<file path="src/rtl/ftdi_pkg.sv">
// rtl/ftdi_pkg.sv - shared types and pin-level constants for the FT232H sync FIFO emulator
package ftdi_pkg;

   typedef logic [7:0] byte_t;

   // FT232H strobes and flags are active low on the pins
   localparam logic FTDI_ASSERT   = 1'b0;
   localparam logic FTDI_DEASSERT = 1'b1;

endpackage

</file>
<file path="src/rtl/sync_fifo_fwft.sv">
// rtl/sync_fifo_fwft.sv - single-clock show-ahead FIFO with occupancy level
module sync_fifo_fwft #(
   parameter int DEPTH = 16,
   parameter int WIDTH = 8,
   localparam int AW = $clog2(DEPTH)
) (
   input  logic             clk,
   input  logic             reset,
   input  logic             push,
   input  logic             pop,
   input  logic [WIDTH-1:0] din,
   output logic [WIDTH-1:0] dout,
   output logic [AW:0]      level,
   output logic             full,
   output logic             empty
);

   localparam logic [AW:0] FULL_LVL = (AW+1)'(DEPTH);

   logic [WIDTH-1:0] mem [DEPTH];
   logic [AW-1:0]    wr_ptr;
   logic [AW-1:0]    rd_ptr;
   logic             do_push;
   logic             do_pop;

   // a push into a full FIFO is accepted when a pop frees the slot in the same cycle
   assign do_pop  = pop & ~empty;
   assign do_push = push & (~full | do_pop);

   always_ff @(posedge clk) begin
      if (reset) begin
         wr_ptr <= '0;
         rd_ptr <= '0;
         level  <= '0;
      end else begin
         if (do_push) wr_ptr <= wr_ptr + 1'b1;
         if (do_pop)  rd_ptr <= rd_ptr + 1'b1;
         level <= level + {{AW{1'b0}}, do_push} - {{AW{1'b0}}, do_pop};
      end
   end

   always_ff @(posedge clk) begin
      if (do_push) mem[wr_ptr] <= din;
   end

   assign dout  = mem[rd_ptr];
   assign full  = (level == FULL_LVL);
   assign empty = (level == '0);

endmodule

</file>
<file path="src/rtl/ftdi_dev_emu.sv">
// rtl/ftdi_dev_emu.sv - device-side FT232H 245 sync FIFO emulator with host stream port
module ftdi_dev_emu
   import ftdi_pkg::*;
#(
   parameter int DEPTH = 16,
   localparam int AW = $clog2(DEPTH)
) (
   input  logic        clk,
   input  logic        reset,
   input  byte_t       ftdi_data_in,
   output byte_t       ftdi_data_out,
   output logic        ftdi_data_oe,
   output logic        ftdi_rxf_n,
   output logic        ftdi_txe_n,
   input  logic        ftdi_rd_n,
   input  logic        ftdi_oe_n,
   input  logic        ftdi_wr_n,
   input  byte_t       host_tx_data,
   input  logic        host_tx_valid,
   output logic        host_tx_ready,
   output byte_t       host_rx_data,
   output logic        host_rx_valid,
   input  logic        host_rx_ready,
   output logic [AW:0] rx_level,
   output logic [AW:0] tx_level,
   output logic        err_overread,
   output logic        err_overwrite,
   output logic        err_contention
);

   localparam logic [AW:0] FULL_LVL = (AW+1)'(DEPTH);

   byte_t       rx_head;
   logic        rx_full;
   logic        rx_empty;
   logic        tx_full;
   logic        tx_empty;
   logic        rd_strobe;
   logic        rd_pop;
   logic        wr_strobe;
   logic        wr_push;
   logic        contention;
   logic        host_push;
   logic        host_pop;
   logic [AW:0] rx_level_next;
   logic [AW:0] tx_level_next;

   assign rd_strobe  = (ftdi_rd_n == FTDI_ASSERT) && (ftdi_oe_n == FTDI_ASSERT);
   assign rd_pop     = rd_strobe && (ftdi_rxf_n == FTDI_ASSERT);
   assign wr_strobe  = (ftdi_wr_n == FTDI_ASSERT);
   assign contention = wr_strobe && (ftdi_oe_n == FTDI_ASSERT);
   // writes are gated by the registered flag, so a bus-turnaround write is simply dropped
   assign wr_push    = wr_strobe && (ftdi_txe_n == FTDI_ASSERT) &&
                       (ftdi_oe_n == FTDI_DEASSERT) && !tx_full;

   assign host_tx_ready = ~reset & ~rx_full;
   assign host_push     = host_tx_valid & host_tx_ready;
   assign host_rx_valid = ~tx_empty;
   assign host_pop      = host_rx_valid & host_rx_ready;

   assign rx_level_next = rx_level + {{AW{1'b0}}, host_push} - {{AW{1'b0}}, rd_pop};
   assign tx_level_next = tx_level + {{AW{1'b0}}, wr_push} - {{AW{1'b0}}, host_pop};

   assign ftdi_data_oe  = ~ftdi_oe_n & ~reset;
   assign ftdi_data_out = rx_empty ? '0 : rx_head;

   sync_fifo_fwft #(.DEPTH(DEPTH), .WIDTH(8)) u_rx_fifo (
      .clk   (clk),
      .reset (reset),
      .push  (host_push),
      .pop   (rd_pop),
      .din   (host_tx_data),
      .dout  (rx_head),
      .level (rx_level),
      .full  (rx_full),
      .empty (rx_empty)
   );

   sync_fifo_fwft #(.DEPTH(DEPTH), .WIDTH(8)) u_tx_fifo (
      .clk   (clk),
      .reset (reset),
      .push  (wr_push),
      .pop   (host_pop),
      .din   (ftdi_data_in),
      .dout  (host_rx_data),
      .level (tx_level),
      .full  (tx_full),
      .empty (tx_empty)
   );

   always_ff @(posedge clk) begin
      if (reset) begin
         ftdi_rxf_n     <= FTDI_DEASSERT;
         ftdi_txe_n     <= FTDI_DEASSERT;
         err_overread   <= 1'b0;
         err_overwrite  <= 1'b0;
         err_contention <= 1'b0;
      end else begin
         ftdi_rxf_n <= (rx_level_next == '0)      ? FTDI_DEASSERT : FTDI_ASSERT;
         ftdi_txe_n <= (tx_level_next == FULL_LVL) ? FTDI_DEASSERT : FTDI_ASSERT;
         if (rd_strobe && (ftdi_rxf_n == FTDI_DEASSERT)) err_overread <= 1'b1;
         if (wr_strobe && (ftdi_txe_n == FTDI_DEASSERT)) err_overwrite <= 1'b1;
         if (contention) err_contention <= 1'b1;
      end
   end

endmodule

</file>
<file path="config.mk">
export PLATFORM = sky130hd
export DESIGN_NAME = ftdi_dev_emu
export DESIGN_NICKNAME = d
export VERILOG_FILES = /design/src/rtl/ftdi_pkg.sv /design/src/rtl/sync_fifo_fwft.sv /design/src/rtl/ftdi_dev_emu.sv
export SDC_FILE = /design/constraint.sdc
export NUM_CORES = 1
export LEC_CHECK = 0
export CAP_MARGIN = 20
export CORE_ASPECT_RATIO = 0.9
export CORE_MARGIN = 2
export CORE_UTILIZATION = 60
export DETAILED_ROUTE_END_ITERATION = 6
export GPL_TIMING_DRIVEN = 0
export PLACE_DENSITY_LB_ADDON = 0.1
export SLEW_MARGIN = 40
export SYNTH_ARGS = -nofsm -noshare
export SYNTH_HDL_FRONTEND = slang
export SYNTH_HIERARCHICAL = 1
export SYNTH_SLANG_ARGS = --single-unit
</file>
<file path="constraint.sdc">
create_clock -name clk -period 5.75 [get_ports clk]
set_input_delay 1.15 -clock clk [delete_from_list [all_inputs] [get_ports clk]]
set_output_delay 1.15 -clock clk [all_outputs]
set_load 0.01 [all_outputs]
</file>
==> results of run 1 <==
layer usage:
| metal | routed length (um) | vias up |
|---|---|---|
| met1 | 10490 | 3265 |
| met5 | 0 | - |
| met3 | 1935 | 23 |
| li1 | - | 2896 |
| met4 | 313 | 0 |
| met2 | 11260 | 258 |
cells in the final DEF (no fill, tap or decap), types with 3 or more instances in the layout:
| cell | Yosys | final |
|---|---|---|
| edfxtp_1 | 256 | 256 |
| clkdlybuf4s50_1 | 0 | 56 |
| dfxtp_1 | 39 | 39 |
| nor2_1 | 45 | 36 |
| mux4_2 | 36 | 36 |
| inv_1 | 34 | 34 |
| ha_1 | 32 | 32 |
| a22oi_1 | 32 | 32 |
| clkbuf_16 | 0 | 30 |
| mux4_1 | 28 | 28 |
| nand2_1 | 26 | 26 |
| xor2_1 | 16 | 16 |
| nor2b_1 | 15 | 15 |
| nand3_1 | 15 | 15 |
| a21oi_1 | 12 | 12 |
| and2_1 | 11 | 11 |
| clkbuf_1 | 6 | 11 |
| clkinv_2 | 0 | 10 |
| and3_1 | 10 | 10 |
| xnor2_1 | 9 | 9 |
| nor2_2 | 0 | 9 |
| nor3_2 | 0 | 7 |
| a21o_1 | 6 | 6 |
| buf_6 | 6 | 6 |
| clkdlybuf4s25_2 | 6 | 6 |
| bufinv_16 | 0 | 5 |
| nor3_1 | 11 | 4 |
| fa_1 | 4 | 4 |
| buf_4 | 4 | 4 |
| buf_2 | 4 | 4 |
| o21ai_0 | 4 | 4 |
| clkinv_1 | 0 | 3 |
final timing paths:
| path | cells past startpoint | slack, ns | start | endpoint |
|---|---|---|---|---|
| setup / recovery | 13 | 1.61 | reset | u_rx_fifo/level[4]$_SDFF_PP0_ |
| hold / removal | 2 | 0.48 | err_overwrite$_SDFFE_PP0P_ | err_overwrite$_SDFFE_PP0P_ |
| setup reg to reg | 15 | 2.00 | u_tx_fifo/level[3]$_SDFF_PP0_ | u_tx_fifo/level[4]$_SDFF_PP0_ |
| hold reg to reg | 2 | 0.48 | err_overwrite$_SDFFE_PP0P_ | err_overwrite$_SDFFE_PP0P_ |
state kept, by name, summed over array words and instances, names as in the netlist, named ones only:
register          flops
err_contention        1
err_overread          1
err_overwrite         1
ftdi_rxf_n            1
ftdi_txe_n            1
u_rx_fifo/level       5
u_rx_fifo/mem       128
u_rx_fifo/rd_ptr      4
u_rx_fifo/wr_ptr      4
u_tx_fifo/level       5
u_tx_fifo/mem       128
u_tx_fifo/rd_ptr      4
u_tx_fifo/wr_ptr      4
cells in the mapped netlist, types with 4 or more instances:
cell               n  share of area
buf_4              4         0.0025
nor2b_1           15         0.0077
mux4_2            36          0.066
dfxtp_1           39          0.064
nor3_1            11         0.0045
clkdlybuf4s25_2    6         0.0049
and2_1            11         0.0056
a22oi_1           32          0.020
xnor2_1            9         0.0064
edfxtp_1         256           0.63
and3_1            10         0.0051
clkbuf_1           6         0.0018
nor2_1            45          0.014
nand2_1           26         0.0080
ha_1              32          0.033
nand3_1           15         0.0061
xor2_1            16          0.011
inv_1             34          0.010
fa_1               4         0.0065
a21oi_1           12         0.0049
buf_6              6         0.0055
buf_2              4         0.0016
mux4_1            28          0.060
a21o_1             6         0.0037
o21ai_0            4         0.0016
power by group through the flow:
stage               Clock [mW]  Combinational (mW)  Sequential [mW]
floorplan                    0               0.900             2.51
global placement             0                1.32             2.51
detailed placement           0                1.37             2.52
CTS                       2.00                1.38             2.47
global route              2.09                1.50             2.48
finish                    1.97                1.38             2.47
final cells by class:
class	instances	area [um^2]	share of cell area
buffer	28	207.7	0.01463
clock buffer	36	783.3	0.05518
clock inverter	20	239.0	0.01684
inverter	34	127.6	0.008991
multi-input combinational	335	3490	0.2458
sequential	295	8468	0.5966
tap	255	319.1	0.02248
timing repair buffer	56	560.5	0.03949
through the flow:
step	hold WS (ns)	util	worst slack (ns)	instances	total power [mW]
3_3_place_gp	0.4543	0.6562	1.101	1003	3.834
2_1_floorplan	0.4554	-	2.072	692	3.413
6_report	0.4757	0.7102	1.612	1059	5.822
4_1_cts	0.4859	0.7091	1.618	1059	5.857
5_1_grt	0.5285	0.7102	1.334	1059	6.075
3_5_place_dp	0.4631	0.6579	1.106	1003	3.888
kinds of logic (layout without fill, tap and decap cells):
family,count (synthesis),in the layout,share of synthesized area
flip-flops,295,295,0.6921
buffers and inverters,62,174,0.02741
XOR/XNOR,26,26,0.01923
multiplexers,66,66,0.1280
adder cells (fa/ha/maj),36,36,0.03927
AND/OR/NAND/NOR,145,145,0.05921
AO/OA/AOI/OAI,62,62,0.03477
worst max-delay path, delay by kind of cell:
kind | cells | cell delay, ns
compound gates | 3 | 0.51
fa+ha+maj | 3 | 0.89
simple gates | 4 | 0.94
buf+inv | 3 | 1.07
==> flow_summary.toml, run 1 <==
[run_status]
status = "complete, no violations"

[cts]
cts_buffers = 30
htreeDepth = 1
clk_latency_ns = 0.54
clk_pin_slew_ns = 0.06
cts_hold_buffers = 0
cts_sinks = 295
cts-root-buf = "clkbuf_16"
post_cts_resized = 0
cts_max_path_buffers = 3
post_cts_buffers = 0
cts_tree = "yes"

[setup_path]
cp_cell_sequence = "clkdlybuf4s50_1 > nor2_1 > and2_1 > o21ai_1 > buf_4 > ha_1 > inv_1 > ha_1 > fa_1 > a21oi_1 > nor2_1 > or3_1 > a21oi_1"
crit_fanout = 17
crit_path_max_incr_delay_ns = 0.77
cp-start-kind = "primary input"
cp_data_required_time_ns = 6.19
cp_slowest_cell = "clkdlybuf4s50_1"
arrival_ns = 4.58
critPathCaptureType = "register"
path_class = "primary input to register"

[sta]
slew_headroom = 0.4237
min_period_ns = 4.138
fmax_mhz = 241.7
skew_ns = 0.02015
setup_tns_ns = 0
drv_slew = 0
worst_pin_slew_ns = 0.8613
rsz0062_at_grt = "false"
setup-violations-final = 0
period_share = 0.7197
hold_viol = 0

[placed_design]
dpl_cell_area_mm2 = 0.01315
io_buffer_count = 56
dp_hpwl_um = 15850
gp_congestion = 0.8348

[synth]
async_reset_ff_frac = 0
ys.flop_type = "edfxtp_1"
synth_fp_nets = 751
yosys_warnings = 6
syn-cell-area_mm2 = 0.01224
yosysSeqAreaShare = 0.6921
ys_ff_latch = 295
synth_edf_count = 256
syn_area_per_cell_um2 = 17.68
synth.distinct_cells = 38
syn_inst = 692

[power]
switching_share = 0.2612
leakage_nw = 4.849
p_int_mw = 4.301
p_clk_frac = 0.339
power.density_mw_per_mm2 = 410.1
p_seq_frac = 0.424
peakVddDrop_mv = 0.2955
combPwrFrac = 0.236
p_switching_mw = 1.521

[job]
drv_cap = 0

[grt]
grt.overflow.total = 0
grt_pass1_vias = 6459
use_met2 = 0.3555
busiest_layer = "met2"
met1_usage = 0.3331
gr-usage-all-layers = 0.2268
grt_pass1_wl_um = 36800
antenna_found_initial = 0
grt_max_degree = 18
use_met3 = 0.05824

[die]
start_util = 0.6122
core_area_mm2 = 0.01999
num_rows = 49
die_w_um = 154.5
die_height_um = 139.5
die_area_mm2 = 0.02155
ios = 57

[routing]
first_iter_violations = 533
drc = 0
viasPerCell = 6.083
wl_per_cell_um = 22.66
routed_wl_um = 24000
final_antenna_net_count = 0
drt_first_pass_iters = 5
routed-via-count = 6442

[final_layout]
area_growth_pct = 16.01
n_fill_cell = 1250
fin_nets = 839
final_cell_area_mm2 = 0.01419
antenna_cells = 0
drive_gt1_frac = 0.1530

[min_path]
hold_path.class = "register to register"
(Power assumes the default switching activity.)
==> run 2, diff against run 1 <==
--- a/config.mk
+++ b/config.mk
@@ -8,7 +8,7 @@
 export CAP_MARGIN = 20
 export CORE_ASPECT_RATIO = 0.9
 export CORE_MARGIN = 2
-export CORE_UTILIZATION = 60
+export CORE_UTILIZATION = 54
 export DETAILED_ROUTE_END_ITERATION = 6
 export GPL_TIMING_DRIVEN = 0
 export PLACE_DENSITY_LB_ADDON = 0.1
==> constraint.sdc (replaced) <==
create_clock -name clk -period 3.3 [get_ports clk]
set_input_delay 0.66 -clock clk [delete_from_list [all_inputs] [get_ports clk]]
set_output_delay 0.66 -clock clk [all_outputs]
set_load 0.01 [all_outputs]
==> flow_summary.toml, run 2 (synthesized netlist as in run 1, its figures left out) <==
[sta]
hold_ws_ns = 0.4739
worst_pin_slew_ns = 0.7904
fmax_mhz = 311.0
drv_slew = 0
period_share = 0.9745
slew_headroom = 0.4711
min_period_ns = 3.216
hold_viol = 0
setup-violations-final = 0
skew_ns = 0.02420

[cts]
cts_hold_buffers = 0
htreeDepth = 1
cts_buffers = 29
cts-root-buf = "clkbuf_16"
clk_pin_slew_ns = 0.06
cts_tree = "yes"
cts_sinks = 295
cts_max_path_buffers = 3
clk_latency_ns = 0.55

[routing]
drt_first_pass_iters = 5
final_antenna_net_count = 0
routed_wl_um = 24530
drc = 0
first_iter_violations = 529
dr.max_layer_used = "met4"
met2_length_um = 11440
wl_per_cell_um = 22.08
wl_met1_um = 11120
routed-wl-met3_um = 1543
viasPerCell = 5.824
routed-via-count = 6471

[grt]
grt_max_degree = 18
grt.overflow.total = 0
gr-usage-all-layers = 0.2087
grt_pass1_vias = 6589
antenna_found_initial = 0
grt_pass1_wl_um = 37380

[die]
die_height_um = 146.8
start_util = 0.5467
die_area_mm2 = 0.02388
die_w_um = 162.7
core_area_mm2 = 0.02238
ios = 57
num_rows = 52

[setup_path]
worstSetupPathDepth = 6
path_class = "register to output port"
cp_slowest_cell = "mux4_2"
crit_fanout = 10
crit_path_max_incr_delay_ns = 0.54
cp_data_required_time_ns = 2.64
cpLargestDelayFamily = "buffers and inverters"
ff2ff_path_depth = 13
cp_cell_sequence = "buf_6 > buf_8 > mux4_2 > a22oi_2 > nand2_1 > clkdlybuf4s50_1"
arrival_ns = 2.56
critPathCaptureType = "output port"
cp-start-kind = "register"
cp_num_buf_inv = 3

[final_layout]
reg_top3 = "u_rx_fifo/mem: 128 flops, u_tx_fifo/mem: 128 flops"
layout_commonest_cell = "edfxtp_1"
final_cell_area_mm2 = 0.01462
fin_nets = 850
antenna_cells = 0
final_cell_mix = "edfxtp_1 (256), clkdlybuf4s50_1 (46), mux4_2 (45)"
drive_gt1_frac = 0.2285
area_growth_pct = 19.47
n_fill_cell = 1555

[placed_design]
gp_congestion = 0.7981
io_buffer_count = 56
dpl_cell_area_mm2 = 0.01322
dp_hpwl_um = 15860

[run_status]
status = "complete, no violations"

[min_path]
hold_path.class = "register to register"
whs_path_depth = 2

[power]
power.density_mw_per_mm2 = 720.4
peakVddDrop_mv = 0.5462
leakage_nw = 4.988

[job]
drv_cap = 0
## run 2: changes by cell type in the layout (fill, tap and decap cells not counted), sizes merged
cell           change
clkinv             -8
clkdlybuf4s50     -10
clkinvlp           +3
dlymetal6s2s       +4
buf               +12
bufinv             +2
dlygate4sd2        +6
clkbuf             +1
## run 2: path summary, 6_finish.rpt
kind / startpoint / end / slack [ns]
max reg2reg: u_rx_fifo/level[3]$_SDFF_PP0_ / u_rx_fifo/level[4]$_SDFF_PP0_ / 0.17
max: register / host_rx_data[2] / 0.08
min: err_overwrite$_SDFFE_PP0P_ / err_overwrite$_SDFFE_PP0P_ / 0.47
min reg2reg: err_overwrite$_SDFFE_PP0P_ / err_overwrite$_SDFFE_PP0P_ / 0.47
## run 2: cell type report
cell class | instances | area [um^2] | share of cell area
flip-flops and latches | 295 | 8478 | 0.5800
multi-input cells | 335 | 3650 | 0.2497
clock buffers | 37 | 805.8 | 0.05512
repair buffers | 68 | 653.1 | 0.04468
well taps | 297 | 371.6 | 0.02542
clock inverters | 17 | 269.0 | 0.01840
plain buffers | 28 | 262.8 | 0.01797
inverters | 34 | 127.6 | 0.008731
## run 2: metal layers
| layer | global-route usage | vias up |
|---|---|---|
| met3 | 0.03981 | 37 |
| met1 | 0.3109 | 3308 |
| met4 | 0.04779 | 0 |
| li1 | - | 2912 |
| met5 | 0 | - |
| met2 | 0.3257 | 214 |
## run 2: worst reg2reg max path, stage by stage, from the launching register on
cell and delay [ns]:
dfxtp_4 0.37, inv_1 0.08, ha_1 0.21, or4b_1 0.58
nand2_1 0.18, inv_1 0.06, ha_1 0.26, inv_1 0.04
ha_1 0.20, fa_2 0.38, a21oi_2 0.16, nor2_1 0.06
or3_1 0.33, a21oi_1 0.13
## run 2: power breakdown
group          total [mW]  switching [mW]  internal (mW)  leakage, nW
sequential           4.32           0.133           4.19         2.62
combinational        2.58            1.23           1.35         1.84
clock                3.63            1.36           2.27        0.520
## run 2: metrics by stage
step	TNS (ns)	power (mW)	utilization	cells	worst slack, ns
floorplan	0	5.949	-	692	0.05977
detailed placement	-14.13	6.764	0.5907	1045	-0.8783
finish	0	10.53	0.6531	1111	0.08419
CTS	-0.03704	10.50	0.6459	1100	-0.01275
global route	-0.009092	11.00	0.6531	1111	-0.009092
global placement	-34.28	6.682	0.5884	1045	-0.8749
## run 2: what timing repair did
item	in CTS	in global routing
resized for setup	49	29
pin swaps	3	5
setup endpoints to repair	18	14
buffers inserted	1	11
==> run 3, diff against run 2 <==
--- a/config.mk
+++ b/config.mk
@@ -8,7 +8,8 @@
 export CAP_MARGIN = 20
 export CORE_ASPECT_RATIO = 0.9
 export CORE_MARGIN = 2
-export CORE_UTILIZATION = 54
+export CORE_UTILIZATION = 56
+export CTS_BUF_LIST = sky130_fd_sc_hd__clkbuf_8
 export DETAILED_ROUTE_END_ITERATION = 6
 export GPL_TIMING_DRIVEN = 0
 export PLACE_DENSITY_LB_ADDON = 0.1
==> flow_summary.toml, run 3 (synthesized netlist as in run 1, its figures left out) <==
[run_status]
status = "complete, no violations"

[setup_path]
cp_data_required_time_ns = 2.64
arrival_ns = 2.56
ff2ff_path_depth = 16
critPathCaptureType = "output port"
cp-start-kind = "register"
crit_fanout = 10
path_class = "register to output port"

[final_layout]
final_cell_mix = "edfxtp_1 (256), inv_1 (49), clkbuf_8 (48)"
fin_nets = 863
area_growth_pct = 16.75
drive_gt1_frac = 0.2222
antenna_cells = 0
reg_top3 = "u_rx_fifo/mem: 128 flops, u_tx_fifo/mem: 128 flops"
fin_util = 0.6623
layout_commonest_cell = "edfxtp_1"

[placed_design]
pre_cts_slack_ns = -0.7937
gp_congestion = 0.8340
dp_hpwl_um = 16530
io_buffer_count = 56

[min_path]
whs_path_depth = 2
hold_path.class = "register to register"

[cts]
cts_sinks = 295
cts_tree = "yes"
cts_hold_buffers = 0
clk_latency_ns = 0.56
cts_max_path_buffers = 3
cts-root-buf = "clkbuf_8"
cts_buffers = 46
htreeDepth = 2
clk_pin_slew_ns = 0.06

[grt]
grt_pass1_wl_um = 38070
gr-usage-all-layers = 0.2214
antenna_found_initial = 0
grt_pass1_vias = 6738
grt.overflow.total = 0
grt_max_degree = 18

[sta]
worst_pin_slew_ns = 0.8210
setup_tns_ns = 0
skew_ns = 0.03023
slew_headroom = 0.4507
setup-violations-final = 0
timing.final.ws_setup_ns = 0.07906
min_period_ns = 3.221
fmax_mhz = 310.5
period_share = 0.9760
hold_viol = 0
hold_ws_ns = 0.4753
drv_slew = 0
rsz0062_at_grt = "true"

[job]
drv_cap = 0

[die]
num_rows = 51
die_area_mm2 = 0.02305
die_height_um = 144.2
ios = 57
die_w_um = 159.8
start_util = 0.5673
core_area_mm2 = 0.02157

[power]
peakVddDrop_mv = 0.4525
leakage_nw = 4.896
power.density_mw_per_mm2 = 677.0

[routing]
first_iter_violations = 569
drt_first_pass_iters = 5
wl_per_cell_um = 22.10
routed-via-count = 6561
routed_wl_um = 24930
drc = 0
viasPerCell = 5.816
final_antenna_net_count = 0
## run 3: per-stage QoR
| step | instance area, um^2 | total power, mW | std cells |
|---|---|---|---|
| global placement | 13160 | 6.693 | 1039 |
| detailed placement | 13210 | 6.793 | 1039 |
| finish | 14290 | 9.671 | 1128 |
| global route | 14290 | 10.17 | 1128 |
| floorplan | 12240 | 5.949 | 692 |
| CTS | 14160 | 9.661 | 1121 |
## run 3: per-layer routing
layer	track usage	wire, um
met1	0.3260	11240
met2	0.3450	11650
met3	0.04588	1742
met4	0.05548	294
met5	0	0
## run 3: worst max-delay path: stages, from the launching register on
cell and delay (ns):
dfxtp_1 0.33, buf_6 0.15, buf_12 0.16, mux4_1 0.58
a22oi_1 0.22, nand2_1 0.08, nor2b_1 0.17, dlygate4sd2_1 0.31
## run 3: final cells by class
type | count | area (um^2)
flip-flops and latches | 295 | 8474
fillers | 1494 | 7283
multi-input cells | 335 | 3606
clock buffers | 48 | 660.6
repair buffers | 64 | 605.6
well taps | 291 | 364.1
plain buffers | 28 | 266.5
clock inverters | 33 | 180.2
inverters | 34 | 127.6
## run 3: path summary, 6_finish.rpt
| path | from | endpoint | slack, ns |
|---|---|---|---|
| max | register | ftdi_data_out[3] | 0.08 |
| min | err_overread$_SDFFE_PP0P_ | err_overread$_SDFFE_PP0P_ | 0.48 |
| min reg2reg | err_overread$_SDFFE_PP0P_ | err_overread$_SDFFE_PP0P_ | 0.48 |
| max reg2reg | u_rx_fifo/level[2]$_SDFF_PP0_ | u_rx_fifo/level[4]$_SDFF_PP0_ | 0.15 |
## run 3: report_power, final
part | internal (mW) | switching (mW) | total (mW)
Clock | 1.43 | 1.35 | 2.79
Sequential | 4.19 | 0.125 | 4.32
Combinational | 1.32 | 1.24 | 2.57
## run 3: what timing repair did
item / 4_1_cts / 5_1_grt
resized for setup: 50 / 23
gates cloned: 0 / 0
endpoints found under the setup margin: 18 / 12
endpoints found under the hold margin: 0 / 0
setup buffers: 1 / 7
pin swaps: 6 / 4
